[src/rtl/alut_addr_checker_gen_if.sv]
// Bus bundle for the ALUT address checker: command handshake, result and table-memory port.
// The slave modport is the checker's view; master is the requester/memory side.
interface alut_addr_checker_gen_if #(
  parameter int NUM_PORTS = 4,
  parameter int ADDR_W    = 48,
  parameter int HASH_W    = 8,
  parameter int TIME_W    = 32
);
  localparam int PORT_W = (NUM_PORTS > 1) ? $clog2(NUM_PORTS) : 1;
  localparam int EW     = 1 + TIME_W + PORT_W + ADDR_W;

  logic                 cmd_valid;
  logic                 cmd_ready;
  logic [ADDR_W-1:0]    d_addr;
  logic [ADDR_W-1:0]    s_addr;
  logic [PORT_W-1:0]    s_port;
  logic [ADDR_W-1:0]    mac_addr;
  logic [TIME_W-1:0]    curr_time;
  logic [TIME_W-1:0]    max_age;
  logic                 clear_reused;
  logic                 done;
  logic [NUM_PORTS:0]   d_port;
  logic                 busy;
  logic [HASH_W-1:0]    mem_addr;
  logic                 mem_rd;
  logic                 mem_wr;
  logic [EW-1:0]        mem_wdata;
  logic [EW-1:0]        mem_rdata;
  logic                 reused;
  logic [ADDR_W-1:0]    lst_inv_addr;
  logic [PORT_W-1:0]    lst_inv_port;

  modport slave (
    input  cmd_valid, d_addr, s_addr, s_port, mac_addr, curr_time, max_age,
           clear_reused, mem_rdata,
    output cmd_ready, done, d_port, busy, mem_addr, mem_rd, mem_wr, mem_wdata,
           reused, lst_inv_addr, lst_inv_port
  );

  modport master (
    output cmd_valid, d_addr, s_addr, s_port, mac_addr, curr_time, max_age,
           clear_reused, mem_rdata,
    input  cmd_ready, done, d_port, busy, mem_addr, mem_rd, mem_wr, mem_wdata,
           reused, lst_inv_addr, lst_inv_port
  );
endinterface

[src/rtl/alut_addr_checker_gen.sv]
// ALUT address checker: destination lookup, source learning and reuse detection over a hashed table.
// Optional macro BCAST_FILTER_EN floods broadcast destinations without a table lookup.
module alut_addr_checker_gen #(
  parameter int NUM_PORTS = 4,
  parameter int ADDR_W    = 48,
  parameter int HASH_W    = 8,
  parameter int TIME_W    = 32
) (
  input logic pclk,
  input logic p_reset,
  alut_addr_checker_gen_if.slave bus
);
  localparam int PORT_W = (NUM_PORTS > 1) ? $clog2(NUM_PORTS) : 1;
  localparam int EW     = 1 + TIME_W + PORT_W + ADDR_W;
  localparam int NCH    = (ADDR_W + HASH_W - 1) / HASH_W;

  typedef enum logic [2:0] {
    IDLE, MAC_CHK, RD_DEST, DEST_EVAL, RD_SRC, SRC_EVAL, WR_SRC, DONE
  } state_t;

  state_t               state_q, state_d;
  logic [ADDR_W-1:0]    dAddr_q, dAddr_d;
  logic [ADDR_W-1:0]    sAddr_q, sAddr_d;
  logic [PORT_W-1:0]    sPort_q, sPort_d;
  logic [TIME_W-1:0]    time_q, time_d;
  logic [NUM_PORTS:0]   dPort_q, dPort_d;
  logic                 done_q, done_d;
  logic                 reused_q, reused_d;
  logic [ADDR_W-1:0]    lstInvAddr_q, lstInvAddr_d;
  logic [PORT_W-1:0]    lstInvPort_q, lstInvPort_d;

  logic                 accept;
  logic                 entValid;
  logic [TIME_W-1:0]    entTime;
  logic [PORT_W-1:0]    entPort;
  logic [ADDR_W-1:0]    entAddr;
  logic [TIME_W-1:0]    entAge;
  logic                 hit;

  // XOR-fold of the address; the top chunk is zero-extended when widths do not divide evenly
  function automatic logic [HASH_W-1:0] hashAddr(input logic [ADDR_W-1:0] a);
    logic [NCH*HASH_W-1:0] ext;
    logic [HASH_W-1:0]     h;
    ext = '0;
    ext[ADDR_W-1:0] = a;
    h = '0;
    for (int i = 0; i < NCH; i++) begin
      h = h ^ ext[i*HASH_W +: HASH_W];
    end
    return h;
  endfunction

  function automatic logic [NUM_PORTS-1:0] onehot(input logic [PORT_W-1:0] p);
    logic [NUM_PORTS-1:0] v;
    v = '0;
    for (int i = 0; i < NUM_PORTS; i++) begin
      v[i] = (int'(p) == i);
    end
    return v;
  endfunction

  assign accept   = bus.cmd_valid && (state_q == IDLE);
  assign entValid = bus.mem_rdata[EW-1];
  assign entTime  = bus.mem_rdata[ADDR_W+PORT_W +: TIME_W];
  assign entPort  = bus.mem_rdata[ADDR_W +: PORT_W];
  assign entAddr  = bus.mem_rdata[ADDR_W-1:0];
  // Modulo subtraction keeps the age correct across timestamp wrap-around
  assign entAge   = time_q - entTime;
  assign hit      = entValid && (entAddr == dAddr_q) && (entAge <= bus.max_age);

  always_comb begin
    state_d      = state_q;
    dAddr_d      = dAddr_q;
    sAddr_d      = sAddr_q;
    sPort_d      = sPort_q;
    time_d       = time_q;
    dPort_d      = dPort_q;
    done_d       = (state_q == DONE);
    reused_d     = reused_q;
    lstInvAddr_d = lstInvAddr_q;
    lstInvPort_d = lstInvPort_q;

    if (bus.clear_reused) begin
      reused_d = 1'b0;
    end

    case (state_q)
      IDLE: begin
        if (accept) begin
          dAddr_d = bus.d_addr;
          sAddr_d = bus.s_addr;
          sPort_d = bus.s_port;
          time_d  = bus.curr_time;
          state_d = MAC_CHK;
        end
      end
      MAC_CHK: begin
        if (dAddr_q == bus.mac_addr) begin
          dPort_d = {1'b1, {NUM_PORTS{1'b0}}};
          state_d = DONE;
        end
`ifdef BCAST_FILTER_EN
        else if (&dAddr_q) begin
          dPort_d = {1'b0, ~onehot(sPort_q)};
          state_d = RD_SRC;
        end
`endif
        else begin
          state_d = RD_DEST;
        end
      end
      RD_DEST: state_d = DEST_EVAL;
      DEST_EVAL: begin
        if (hit) begin
          dPort_d = {1'b0, onehot(entPort) & ~onehot(sPort_q)};
        end else begin
          dPort_d = {1'b0, ~onehot(sPort_q)};
        end
        state_d = RD_SRC;
      end
      RD_SRC: state_d = SRC_EVAL;
      SRC_EVAL: begin
        if (entValid && (entAddr != sAddr_q)) begin
          reused_d     = 1'b1;
          lstInvAddr_d = entAddr;
          lstInvPort_d = entPort;
        end
        state_d = WR_SRC;
      end
      WR_SRC: state_d = DONE;
      DONE:   state_d = IDLE;
      default: state_d = IDLE;
    endcase
  end

  always_ff @(posedge pclk or posedge p_reset) begin
    if (p_reset) begin
      state_q      <= IDLE;
      dAddr_q      <= '0;
      sAddr_q      <= '0;
      sPort_q      <= '0;
      time_q       <= '0;
      dPort_q      <= {1'b0, {NUM_PORTS{1'b1}}};
      done_q       <= 1'b0;
      reused_q     <= 1'b0;
      lstInvAddr_q <= '0;
      lstInvPort_q <= '0;
    end else begin
      state_q      <= state_d;
      dAddr_q      <= dAddr_d;
      sAddr_q      <= sAddr_d;
      sPort_q      <= sPort_d;
      time_q       <= time_d;
      dPort_q      <= dPort_d;
      done_q       <= done_d;
      reused_q     <= reused_d;
      lstInvAddr_q <= lstInvAddr_d;
      lstInvPort_q <= lstInvPort_d;
    end
  end

  // Memory strobes decode straight from the state so reset drops them immediately
  always_comb begin
    bus.mem_rd    = 1'b0;
    bus.mem_wr    = 1'b0;
    bus.mem_addr  = '0;
    bus.mem_wdata = '0;
    case (state_q)
      RD_DEST: begin
        bus.mem_rd   = 1'b1;
        bus.mem_addr = hashAddr(dAddr_q);
      end
      RD_SRC: begin
        bus.mem_rd   = 1'b1;
        bus.mem_addr = hashAddr(sAddr_q);
      end
      WR_SRC: begin
        bus.mem_wr    = 1'b1;
        bus.mem_addr  = hashAddr(sAddr_q);
        bus.mem_wdata = {1'b1, time_q, sPort_q, sAddr_q};
      end
      default: ;
    endcase
  end

  assign bus.cmd_ready    = (state_q == IDLE);
  assign bus.busy         = (state_q != IDLE);
  assign bus.done         = done_q;
  assign bus.d_port       = dPort_q;
  assign bus.reused       = reused_q;
  assign bus.lst_inv_addr = lstInvAddr_q;
  assign bus.lst_inv_port = lstInvPort_q;
endmodule

[src/flat_wrapper.sv]
// flat-port wrapper written by rule: the top's interface ports become plain ports
module alut_addr_checker_gen_flat 
#(
  parameter int NUM_PORTS = 4,
  parameter int ADDR_W    = 48,
  parameter int HASH_W    = 8,
  parameter int TIME_W    = 32
)
  (pclk, p_reset, bus_cmd_valid, bus_d_addr, bus_s_addr, bus_s_port, bus_mac_addr, bus_curr_time, bus_max_age, bus_clear_reused, bus_mem_rdata, bus_cmd_ready, bus_done, bus_d_port, bus_busy, bus_mem_addr, bus_mem_rd, bus_mem_wr, bus_mem_wdata, bus_reused, bus_lst_inv_addr, bus_lst_inv_port);
  alut_addr_checker_gen_if #(.NUM_PORTS(NUM_PORTS), .ADDR_W(ADDR_W), .HASH_W(HASH_W), .TIME_W(TIME_W)) bus_i ();
  input logic pclk;
  input logic p_reset;
  input wire logic [$bits(bus_i.cmd_valid)-1:0] bus_cmd_valid;
  input wire logic [$bits(bus_i.d_addr)-1:0] bus_d_addr;
  input wire logic [$bits(bus_i.s_addr)-1:0] bus_s_addr;
  input wire logic [$bits(bus_i.s_port)-1:0] bus_s_port;
  input wire logic [$bits(bus_i.mac_addr)-1:0] bus_mac_addr;
  input wire logic [$bits(bus_i.curr_time)-1:0] bus_curr_time;
  input wire logic [$bits(bus_i.max_age)-1:0] bus_max_age;
  input wire logic [$bits(bus_i.clear_reused)-1:0] bus_clear_reused;
  input wire logic [$bits(bus_i.mem_rdata)-1:0] bus_mem_rdata;
  output wire logic [$bits(bus_i.cmd_ready)-1:0] bus_cmd_ready;
  output wire logic [$bits(bus_i.done)-1:0] bus_done;
  output wire logic [$bits(bus_i.d_port)-1:0] bus_d_port;
  output wire logic [$bits(bus_i.busy)-1:0] bus_busy;
  output wire logic [$bits(bus_i.mem_addr)-1:0] bus_mem_addr;
  output wire logic [$bits(bus_i.mem_rd)-1:0] bus_mem_rd;
  output wire logic [$bits(bus_i.mem_wr)-1:0] bus_mem_wr;
  output wire logic [$bits(bus_i.mem_wdata)-1:0] bus_mem_wdata;
  output wire logic [$bits(bus_i.reused)-1:0] bus_reused;
  output wire logic [$bits(bus_i.lst_inv_addr)-1:0] bus_lst_inv_addr;
  output wire logic [$bits(bus_i.lst_inv_port)-1:0] bus_lst_inv_port;
  assign bus_i.cmd_valid = bus_cmd_valid;
  assign bus_i.d_addr = bus_d_addr;
  assign bus_i.s_addr = bus_s_addr;
  assign bus_i.s_port = bus_s_port;
  assign bus_i.mac_addr = bus_mac_addr;
  assign bus_i.curr_time = bus_curr_time;
  assign bus_i.max_age = bus_max_age;
  assign bus_i.clear_reused = bus_clear_reused;
  assign bus_i.mem_rdata = bus_mem_rdata;
  assign bus_cmd_ready = bus_i.cmd_ready;
  assign bus_done = bus_i.done;
  assign bus_d_port = bus_i.d_port;
  assign bus_busy = bus_i.busy;
  assign bus_mem_addr = bus_i.mem_addr;
  assign bus_mem_rd = bus_i.mem_rd;
  assign bus_mem_wr = bus_i.mem_wr;
  assign bus_mem_wdata = bus_i.mem_wdata;
  assign bus_reused = bus_i.reused;
  assign bus_lst_inv_addr = bus_i.lst_inv_addr;
  assign bus_lst_inv_port = bus_i.lst_inv_port;
  alut_addr_checker_gen #(.NUM_PORTS(NUM_PORTS), .ADDR_W(ADDR_W), .HASH_W(HASH_W), .TIME_W(TIME_W)) u_core (.pclk(pclk), .p_reset(p_reset), .bus(bus_i));
endmodule
[config.mk]
export PLATFORM = sky130hd
export DESIGN_NAME = alut_addr_checker_gen_flat
export DESIGN_NICKNAME = d
export VERILOG_FILES = /design/src/rtl/alut_addr_checker_gen_if.sv /design/src/rtl/alut_addr_checker_gen.sv /design/src/flat_wrapper.sv
export SDC_FILE = /design/constraint.sdc
export NUM_CORES = 1
export LEC_CHECK = 0
export BUFFER_PORTS_ARGS = -buffer_cell sky130_fd_sc_hd__buf_2
export CELL_PAD_IN_SITES_DETAIL_PLACEMENT = 2
export CELL_PAD_IN_SITES_GLOBAL_PLACEMENT = 2
export CORE_UTILIZATION = 31
export DETAILED_ROUTE_END_ITERATION = 10
export GPL_TIMING_DRIVEN = 0
export PLACE_DENSITY_LB_ADDON = 0.1
export SKIP_LAST_GASP = 1
export SYNTH_ARGS = -nofsm -noshare
export SYNTH_HDL_FRONTEND = slang
export SYNTH_SLANG_ARGS = --single-unit
[constraint.sdc]
create_clock -name pclk -period 7.23 [get_ports pclk]
set_input_delay 0.3615 -clock pclk [delete_from_list [all_inputs] [get_ports pclk]]
set_output_delay 0.3615 -clock pclk [all_outputs]
set_load 0.02 [all_outputs]
==> Word level (Yosys, flattened, before mapping) <==
Index checks and enable logic that the tools add are counted.
{ "op_classes": {"reduce_logical": 14, "bitwise": 12, "eq_ne": 18, "muxes": 13, "n_addsub": 1, "n_lt_le_gt_ge": 1} }
{ "op_table": {"columns": ["cell", "count"], "rows": [
  ["$eq A48 B48 Y1", 2],
  ["$mux W83", 1],
  ["$xor A8 B8 Y8", 10],
  ["$ne A48 B48 Y1", 1],
  ["$le A32 B32 Y1", 1],
  ["$sub A32 B32 Y32", 1],
  ["$pmux W3 S8", 1],
  ["$pmux W8 S2", 1],
  ["$eq A3 B3 Y1 const B", 4],
  ["$pmux W5 S2", 1],
  ["$eq A2 B2 Y1 const B", 4],
  ["$eq A3 B2 Y1 const B", 2],
  ["$mux W3", 2],
  ["$reduce_and A2 Y1", 3],
  ["$mux W1", 5],
  ["$mux W5", 1],
  ["$and A4 B4 Y4", 1],
  ["$eq A2 B1 Y1 const B", 2],
  ["$logic_and A1 B1 Y1", 4],
  ["$logic_not A2 Y1", 2],
  ["$mux W4", 1],
  ["$ne A2 B1 Y1 const B", 2],
  ["$not A4 Y4", 1],
  ["$reduce_or A2 Y1", 2],
  ["other kinds (4)", 4]
]} }
{ "word_totals": {"word_cells": 69, "reg_bits": 190, "input_bits": 297, "out_inout_bits": 152} }

==> Depth between registers and ports, before layout <==
{ "logic_depth": {"word_depth": 6, "depth_mapped": 20} }

==> Worst setup path after synthesis <==
No wires, ideal clock.
{ "synth_path": {"path_type": "input to register", "start": "input port bus_mem_rdata[54]", "end": "register u_core.dPort_q[1] (netlist: u_core.bus.d_port[1])", "required_time_ns": 7.153, "slack_ns": 3.182, "path_stages": 19, "arrival_ns": 3.971, "cell_sequence": "inv_1 > ha_1 > a211oi_2 > o211ai_1 > a221oi_2 > o21a_2 > o211ai_2 > a31o_1 > a21oi_2 > xnor2_1 > ha_1 > nand4_2 > nor4_4 > nand3_2 > nor3b_1 > a22o_1 > a311oi_2 > a211oi_1 > a21o_1"} }
{ "synth_via": {"elab_chain_len": 5} }
{ "synth_lines": {"columns": ["element", "line_no", "source"], "rows": [
  ["from (decl)", "flat_wrapper.sv:21", "input wire logic [$bits(bus_i.mem_rdata)-1:0] bus_mem_rdata;"],
  ["$sub A32 B32 Y32", "alut_addr_checker_gen.sv:68", "assign entAge = time_q - entTime;"],
  ["$le A32 B32 Y1", "alut_addr_checker_gen.sv:69", "assign hit = entValid && (entAddr == dAddr_q) && (entAge <= bus.max_age);"],
  ["$logic_and A1 B1 Y1", "alut_addr_checker_gen.sv:69", null],
  ["$mux W4", "alut_addr_checker_gen.sv:114", "if (hit) begin"],
  ["$pmux W5 S2", "alut_addr_checker_gen.sv:87", "case (state_q)"],
  ["to (signal assigned)", "alut_addr_checker_gen.sv:143", "dPort_q <= {1'b0, {NUM_PORTS{1'b1}}};"],
  ["to (signal assigned)", "alut_addr_checker_gen.sv:154", "dPort_q <= dPort_d;"],
  ["to (decl)", "alut_addr_checker_gen.sv:26", "logic [NUM_PORTS:0] dPort_q, dPort_d;"]
]} }
Every way passes these cells.
A chain may end at the register's enable or synchronous reset.

==> Worst setup path in the final report <==
{ "layout_path": {"start": "register u_core.time_q[0]", "end": "register u_core.dPort_q[3] (netlist: u_core.bus.d_port[3])"} }
{ "layout_via": {"elab_chain_len": 5} }
{ "layout_lines": {"columns": ["element", "line_no", "source"], "rows": [
  ["from (decl)", "alut_addr_checker_gen.sv:25", "logic [TIME_W-1:0] time_q, time_d;"],
  ["from (signal assigned)", "alut_addr_checker_gen.sv:153", "time_q <= time_d;"],
  ["$sub A32 B32 Y32", "alut_addr_checker_gen.sv:68", null],
  ["$le A32 B32 Y1", "alut_addr_checker_gen.sv:69", null],
  ["$logic_and A1 B1 Y1", "alut_addr_checker_gen.sv:69", null],
  ["$mux W4", "alut_addr_checker_gen.sv:114", null],
  ["$pmux W5 S2", "alut_addr_checker_gen.sv:87", null]
]} }
Every way passes these cells.

==> PnR_summary.wiki <==
{| class="wikitable"
! Metric !! Value
|-
| Status || finished clean
|-
| Top cell type's share of synthesized area || a little over a third
|-
| Final hold violation count || 0
|-
| Number of different library cells in the post-synthesis netlist || 67
|-
| Flop and latch count out of synthesis || 190
|-
| Tot GR Track Use || a little over a quarter
|-
| Final nets || about 2100
|-
| Pwr dens || 488.6 mW/mm^2
|-
| Syn Nets || around 1600
|-
| Required time reported for the critical path endpoint || ~7.7 ns
|-
| CTS sink count || 190
|-
| Critical path origin || u_core.time_q[0]
|-
| Max-slew headroom || slightly above 40%
|-
| Class of the most critical hold timing path || in -> reg
|-
| Worst-path cell chain || inv_1 -> ha_1 -> fa_1 -> nor2b_1 -> o31a_1 -> o2111ai_1 -> nand2_1 -> o21ai_1 -> o21ai_0 -> o21ai_1 -> xnor2_1 -> ha_1 -> nand4_2 -> nor4_4 -> nand3_2 -> nor3b_1 -> a22o_1 -> a311oi_2 -> a211oi_1 -> a21o_1
|-
| Netlist area before placement || ~0.013 sq mm
|-
| Dominant cells by area after synthesis || dfrtp_1 36%, mux2_2 16%, xnor2_1 9.5%
|-
| Worst supply voltage drop on vdd || around 0.00037 V
|-
| Clock power share || a little over an eighth
|-
| Sequential element share of the synthesized area || ~37%
|-
| Routed len/inst || 25.25 um
|-
| Vias per std cell || 5.046
|-
| Share of layout cells above drive strength 1 || a little over 40%
|-
| Critical R2R Launch || u_core.time_q[0]
|-
| H-tree levels || 4
|-
| Largest fanout of any net on the critical path || 5
|-
| Worst hold slack after final layout || about 0.06 ns
|-
| CP Capture Type || register
|-
| Most common cell after layout, fill and taps aside || buf_2
|-
| Number of core rows || 74
|-
| Die boundary width || approximately 210 um
|-
| Number of enable-type register cells in the synthesized netlist || 0
|-
| Number of instances in the synthesized netlist || between 1000 and 1500
|-
| Finished Layout Cells || roughly 2300
|-
| Part of the cycle the worst path needs || 73.06%
|-
| Skew-Pair Late Insertion Delay || around 0.5 ns
|-
| Total number of vias || 11390
|-
| Worst slack, placed || about 1.9 ns
|-
| Final critical-path setup slack || 1.948 ns
|-
| Initial antenna violation count || 8
|-
| Yosys warns || 0
|-
| Type of the worst setup path || reg -> reg
|-
| Internal power contribution || around 0.0043 W
|-
| Worst path arrival time || between 5 and 6 ns
|-
| Register-to-Register Path Depth || 20
|-
| Last element of the critical path || u_core.bus.d_port[3]
|-
| Chip Height || just over 200 um
|-
| Register-to-register path setup slack || 1.95 ns
|-
| Power share of the combinational group || between 50 and 60%
|-
| First-pass GRT wire length || between 80 and 90 mm
|-
| Core Area || roughly 0.04 sq mm
|-
| Starting DRT DRC Count || around 370
|-
| HPWL after detailed placement || 47.26 mm
|-
| Boundary Pins || 449
|-
| Register share of total power || between 20 and 30%
|-
| Library cell contributing the largest single delay on the critical path || a311oi_2
|-
| Post-Syn Area per Cell || approximately 10 sq um
|-
| Max-cap violations || 0
|-
| Layout Area Growth over Synthesis || 27.73%
|-
| Number of port buffers || 448
|-
| Commonest non-fill, non-tap cells in the layout || 460 x buf_2, 186 x dfrtp_1, 181 x mux2_2, 140 x xnor2_1, 100 x xor2_1
|-
| Setup TNS after final layout || 0 ns
|-
| Most area-hungry cell type in the Yosys netlist || dfrtp_1
|-
| Leakage power total || roughly 8.4 nW
|-
| Unrepaired setup endpoints after global routing || false
|-
| Startpoint types || register
|-
| DIE AREA || between 0.04 and 0.05 sq mm
|-
| Vias in the first global route || around 13000
|-
| Met2 usage || between 40% and 50%
|-
| Detailed-route DRC error count || 0
|-
| Top achievable clock speed || between 0.15 and 0.2 GHz
|-
| Cell count after placement || 2219
|-
| Setup clock skew after layout || around 0.008 ns
|-
| Placer Congestion || between 0.8 and 0.9
|-
| Final min period || 5.282 ns
|-
| Power spent charging and discharging nets || between 0.003 and 0.004 W
|-
| Top flip-flop cell by instance count after synthesis || dfrtp_1
|-
| Starting density of the core || a little under a third
|-
| Capturing point of the worst reg2reg path || u_core.bus.d_port[3]
|-
| Routed Antenna Nets || 0
|-
| Clock tree from TritonCTS || yes
|-
| Pin count of the biggest net entering global routing || approximately 120
|-
| Share of total power consumed by net switching || between 40% and 50%
|-
| Global routing usage on met1 || a little under a third
|-
| Wire length after detailed routing || between 50 and 60 mm
|-
| Total gr overflow || 0
|-
| Met3 global-route usage || just under 7%
|-
| CP max stage delay || 0.57 ns
|-
| Count of buffers added by post-CTS timing repair for setup || 0
|-
| Total CTS buffers || 17
|-
| Total count of max-transition violations in the final report || 0
|-
| CTS max path bufs || 2
|-
| Worst-margin pin slew || around 0.89 ns
|-
| Global route hottest layer || met2
|-
| Final setup violating endpoints || 0
|-
| Share of flip-flops with an asynchronous set or reset after synthesis || 100.0%
|-
| Clk Tree Root Cell || clkbuf_16
|-
| Number of gates resized after cts || 0
|-
| Clock Pin Slew Worst Setup and Hold Paths || 0.08 ns
|-
| Initial DRT Pass Iterations || 4
|}
==> logic make-up after synthesis <==
logic type / synth area share [%]
AO/OA/AOI/OAI: 9.287
XOR/XNOR: 16.27
adder cells (fa/ha/maj): 6.643
buffers and inverters: 4.271
flip-flops: 36.84
multiplexers: 15.78
AND/OR/NAND/NOR: 10.91
==> cell type report <==
class | count | area (sq um)
Antenna cell | 5 | 12.51
Buffer | 52 | 214.0
Clock buffer | 19 | 442.9
Clock inverter | 13 | 173.9
Fill cell | 4583 | 24420
Inverter | 90 | 345.3
Multi-Input combinational cell | 906 | 7609
Sequential cell | 190 | 4760
Tap cell | 532 | 665.6
Timing Repair Buffer | 450 | 2280
==> how the worst min path moves through the flow <==
stage                         start                   end  depth (start not counted)
4_1_cts            bus_clear_reused     u_core.bus.reused                          2
3_5_place_dp                p_reset    u_core.sAddr_q[17]                          2
6_report           bus_clear_reused     u_core.bus.reused                          2
3_3_place_gp   u_core.bus.d_port[0]  u_core.bus.d_port[0]                          2
5_1_grt            bus_clear_reused     u_core.bus.reused                          2
2_1_floorplan         bus_cmd_valid     u_core.state_q[1]                          1
==> cells in the mapped netlist, types with 27 or more instances <==
cell type	n
a21o_1	31
a21oi_1	27
and3_1	85
clkbuf_1	38
dfrtp_1	186
ha_1	67
inv_1	90
mux2_2	181
nand2_1	39
o21ai_0	38
xnor2_1	140
xor2_1	100
==> what timing repair did <==
action                     CTS  global route
hold endpoints to repair    68             0
setup endpoints to repair    0             0
hold buffers                 1             0
==> flip-flops by register name, summed over array words and instances (netlist names), 2 cells and up <==
register / cells
u_core.bus.lst_inv_addr: 48
u_core.dAddr_q: 48
u_core.sAddr_q: 48
u_core.time_q: 32
u_core.bus.d_port: 5
u_core.state_q: 3
u_core.bus.lst_inv_port: 2
u_core.sPort_q: 2
==> power by group through the flow <==
stage	Clock [W]	Sequential, W	Combinational [W]
2_1_floorplan	0	0.00223	0.00313
3_3_place_gp	0	0.00233	0.00455
3_5_place_dp	0	0.00236	0.00470
4_1_cts	0.00108	0.00235	0.00473
5_1_grt	0.00111	0.00241	0.00511
6_report	0.00104	0.00234	0.00467
==> stage by stage <==
stage	total power, W	utilization [%]	cell area [sq um]
finish	0.008063	40.32	16500
global route	0.008627	40.32	16500
detailed placement	0.007062	38.76	15860
floorplan	0.005358	-	12920
global placement	0.006882	38.68	15830
CTS	0.008153	40.29	16490
==> worst max-delay path, delay by kind of cell, from the launching register on <==
family / cells / cell delay (ns)
AO/OA/AOI/OAI: 9 / 2.14
AND/OR/NAND/NOR: 6 / 1.54
adder cells (fa/ha/maj): 3 / 0.95
flip-flops: 1 / 0.38
XOR/XNOR: 1 / 0.15
buffers and inverters: 1 / 0.05
==> metal layers <==
| metal | vias up | wire [um] |
|---|---|---|
| li1 | 5279 | - |
| met1 | 5705 | 22650 |
| met2 | 305 | 29530 |
| met3 | 87 | 3024 |
| met4 | 12 | 1722 |
| met5 | - | 75 |
(Power assumes the default switching activity.)
